<file path="config.mk">
export PLATFORM = sky130hd
export DESIGN_NAME = rr_arb_4
export DESIGN_NICKNAME = d
export VERILOG_FILES = /design/src/rtl/rr_arb_4.sv
export SDC_FILE = /design/constraint.sdc
export NUM_CORES = 1
export LEC_CHECK = 0
export BUFFER_PORTS_ARGS = -buffer_cell sky130_fd_sc_hd__buf_2
export CORE_UTILIZATION = 40
export DETAILED_ROUTE_END_ITERATION = 16
export PLACE_DENSITY = 0.8
export SYNTH_ARGS = -nofsm -noshare
export SYNTH_HDL_FRONTEND = slang
export SYNTH_SLANG_ARGS = --single-unit
export TNS_END_PERCENT = 10
</file>
<file path="constraint.sdc">
create_clock -name clk -period 2.9 [get_ports clk]
set_input_delay 0.29 -clock clk [delete_from_list [all_inputs] [get_ports clk]]
set_output_delay 0.29 -clock clk [all_outputs]
set_load 0.01 [all_outputs]
</file>
<file path="src/rtl/rr_arb_4.sv">
// Four-channel arbiter with a registered output stage; round-robin by default,
// fixed priority (channel 0 highest) when RR_ARB_4_FIXED_PRIO_EN is defined.
module rr_arb_4 #(
  parameter int WIDTH = 4
) (
  input  logic             clk,
  input  logic             rst_n,
  input  logic [WIDTH-1:0] d0,
  input  logic [WIDTH-1:0] d1,
  input  logic [WIDTH-1:0] d2,
  input  logic [WIDTH-1:0] d3,
  input  logic [3:0]       req_valid,
  output logic [3:0]       req_ready,
  output logic             out_valid,
  input  logic             out_ready,
  output logic [WIDTH-1:0] out_data,
  output logic [1:0]       out_sel
);

  // Handshake: a channel or the output transfers on a rising edge where its
  // valid and ready are both 1; the output register reloads whenever it is
  // empty or being drained (load), so req_ready never looks at data inputs.
  logic             load;
  logic             has_win;
  logic [1:0]       win;
  logic [WIDTH-1:0] win_data;

`ifndef RR_ARB_4_FIXED_PRIO_EN
  logic [1:0] ptr;
  logic [1:0] idx;
`endif

  assign load    = ~out_valid | out_ready;
  assign has_win = |req_valid;

  // Scan from farthest to nearest so the nearest set bit is assigned last.
  always_comb begin
    win = 2'd0;
`ifdef RR_ARB_4_FIXED_PRIO_EN
    for (int i = 3; i >= 0; i--) begin
      if (req_valid[i]) win = 2'(i);
    end
`else
    idx = 2'd0;
    for (int i = 3; i >= 0; i--) begin
      idx = ptr + 2'(i);
      if (req_valid[idx]) win = idx;
    end
`endif
  end

  always_comb begin
    req_ready = 4'b0000;
    if (load && has_win) req_ready = 4'b0001 << win;
  end

  always_comb begin
    case (win)
      2'd0:    win_data = d0;
      2'd1:    win_data = d1;
      2'd2:    win_data = d2;
      default: win_data = d3;
    endcase
  end

  always_ff @(posedge clk or negedge rst_n) begin
    if (!rst_n) begin
      out_valid <= 1'b0;
      out_data  <= '0;
      out_sel   <= 2'd0;
    end else if (load) begin
      if (has_win) begin
        out_valid <= 1'b1;
        out_data  <= win_data;
        out_sel   <= win;
      end else begin
        out_valid <= 1'b0;
      end
    end
  end

`ifndef RR_ARB_4_FIXED_PRIO_EN
  // Pointer moves past the winner only when an input actually transfers.
  always_ff @(posedge clk or negedge rst_n) begin
    if (!rst_n) begin
      ptr <= 2'd0;
    end else if (load && has_win) begin
      ptr <= win + 2'd1;
    end
  end
`endif

endmodule
</file>
==> impl_metrics.ini <==
[yosys]
synth_area_sq_um = 677
ys_warn_count = 0
yosysSeqAreaShare_pct = 33.3
ys_ff_latch = 9
synth.net_count = 91
synthesis.instances = 63
avgSynthCellArea_sq_um = 10.7
synth.distinct_cells = 27

[hold_path]
hold_class = in -> async

[global_route]
grt_use_met3_pct = 1.70
grt_pass1_vias = 565
use_met2_pct = 27.5
grt_pass1_wl_mm = 2.53
busiest_layer = met2
grt_max_degree = 10
grt_overflow_total = 0
grt_usage_pct = 18.7
grtUsageMet1_pct = 25.5
grt_antenna_before_repair = 0

[floorplan]
core_area_sq_mm = 0.00154
dieArea_sq_mm = 0.00186
ioPinCount = 34
die_w_um = 43.1
rows = 14
die_y_um = 43.1
initial_core_util_pct = 43.9

[clocking]
cts_buffers = 3
cts-root-buf = clkbuf_4
clock-sinks = 9
clk_latency_ns = 0.26
cts_tree = built
cts_buffer_depth = 2
clk_pin_slew_ns = 0.06
htreeDepth = 1

[run]
maxCapViolCount = 0

[worst_setup_path]
cpMostUsedCell = mux2i_1
critPathSlowestCell = dfrtp_1
slowest_delay_ns = 0.45
worst-path-buf-inv = 0
setup.worst_path.class = reg -> reg
crit_family = multiplexers
cp.arrival_ns = 2.50
worst-path-max-fanout = 5
cp.required_ns = 3.05
end_kind = register
cp-start-kind = register
crit_chain = mux2i_1 -> nor2_1 -> or3_1 -> ha_1 -> a222oi_1 -> mux2i_1 -> mux2_4

[timing]
post-route-period-util_pct = 81.0
setup_viol_count_final = 0
finClkSkew_ns = 0.000660
finalSetupTns_ns = 0
final_hold_viol_count = 0
setup_ws_ns = 0.550
tightest_slew_ns = 0.431
rsz0062_at_grt = false
slew_headroom_pct = 71.3
min_period_ns = 2.35
holdWs_ns = 0.397
fmaxAchievable_ghz = 0.425
slew_viol_final = 0

[detailed_routing]
drt_wl_total_mm = 1.46
viasPerCell = 5.23
dr.pass1.iters = 4
post-route-drc-count = 0
vias = 607
final_antenna_net_count = 0
drt_iter0_markers = 36
post_drt_wl_per_cell_um = 12.6

[final_layout]
multiInputGateArea_sq_um = 425
area_growth_pct = 32.2
antenna_cells = 0
utilization_pct = 58.0
fin_cells = 116
drive_gt1_share_pct = 48.0
num-fill-cells = 152
layout.nets = 129
final_area_sq_um = 895
seq_area_sq_um = 225

[status]
run_status = complete, no violations

[power_and_ir_drop]
clockPowerShare_pct = 15.6
p_sw_share_pct = 36.5
pwr-share-seq_pct = 32.9
p_per_area_mw_per_mm2 = 702
power.switching_mw = 0.229
comb_power_share_pct = 51.5
intPower_mw = 0.398
leakage_nw = 0.468
vdd_drop_max_mv = 0.260
finalPower_mw = 0.628

[place]
dp.cells = 111
dpl-instance-area_sq_um = 858
dp_slack_ns = 0.572
io_buffers = 33
dp_hpwl_mm = 1.13
gp_congestion = 0.785
synthesized netlist by cell type:
cell type	n	area share, %
and2_2	4	4.4
nor2_1	2	1.1
nor3b_1	1	1.1
o31ai_1	2	2.2
o21ai_0	3	2.2
inv_1	6	3.3
dfrtp_1	9	33
nand2_1	1	0.55
nor2b_1	1	0.92
mux2i_1	5	7.4
and2b_1	1	1.1
nand2b_1	1	0.92
mux2_4	5	11
a21oi_1	2	1.5
nor4_4	1	3.1
o21bai_1	1	1.1
nor2_4	1	1.7
buf_1	1	0.55
nor3_1	1	0.74
or2_2	1	0.92
ha_1	5	9.2
a222oi_1	4	5.9
o31a_1	1	1.3
or2b_1	1	1.1
a221oi_1	1	1.3
or2_1	1	0.92
or3_1	1	0.92
sequential cells by signal, summed over array words and instances (netlist names):
register and cells:
out_data 4, out_sel 2, out_valid 1, ptr 2
kinds of logic (layout without fill, tap and decap cells):
family	count (synthesis)	in the layout	share of synthesized area, %
muxes	10	10	18.5
buffers and inverters	7	44	3.88
and+or+nand+nor	18	18	19.6
adders and majority gates	5	5	9.24
DFF	9	9	33.3
AOI/OAI and AO/OA	14	14	15.5
worst register-to-register path, delay by kind of cell (launching register included):
| family | cells | cell delay, ns |
|---|---|---|
| fa+ha+maj | 1 | 0.27 |
| flops | 1 | 0.45 |
| mux | 3 | 0.67 |
| simple gates | 2 | 0.48 |
| compound gates | 1 | 0.37 |
final timing paths:
| path | cells past startpoint | end | slack, ns | start |
|---|---|---|---|---|
| hold reg to reg | 1 | out_data[0] | 0.51 | out_data[0] |
| setup reg to reg | 7 | out_data[0] | 0.55 | ptr[1] |
| setup / recovery | 7 | out_data[0] | 0.55 | ptr[1] |
| max in group asynchronous | 2 | out_data[2] | 2.32 | rst_n |
| hold / removal | 2 | out_sel[0] | 0.40 | rst_n |
| min in group clk | 3 | out_valid | 0.40 | req_valid[3] |
final cells by class:
cell class	instances	area share [%]
clock buffer	4	2.94
inverter	6	2.52
multi-input combinational	47	47.6
sequential	9	25.2
tap	16	2.24
timing repair buffer	34	19.6
layer usage:
metal / wire length (um) / part of all wire, %
met5: 0 / 0
met4: 44 / 3.0
met3: 65 / 4.5
met2: 635 / 44
met1: 710 / 49
power groups by stage:
stage               clock network (mW)  registers [mW]  logic, mW
floorplan                            0           0.219      0.208
global placement                     0           0.207      0.316
detailed placement                   0           0.208      0.323
CTS                              0.100           0.206      0.325
global route                     0.106           0.214      0.363
finish                          0.0981           0.207      0.323
timing repair:
action | 4_1_cts | 5_1_grt
hold endpoints to repair | 9 | 0
hold buffers | 1 | 0
resized for setup | 0 | 0
buffers inserted | 0 | 0
cells in the final DEF, fill, tap and decap left out, types with 2 or more instances in the layout:
cell type and count:
buf_2 33, dfrtp_1 9, inv_1 6, mux2i_1 5
mux2_4 5, ha_1 5, and2_2 4, a222oi_1 4
o21ai_0 3, clkbuf_4 3, nor2_1 2, a21oi_1 2
o31ai_1 2
Note: power is estimated with default switching activity, not from simulation.
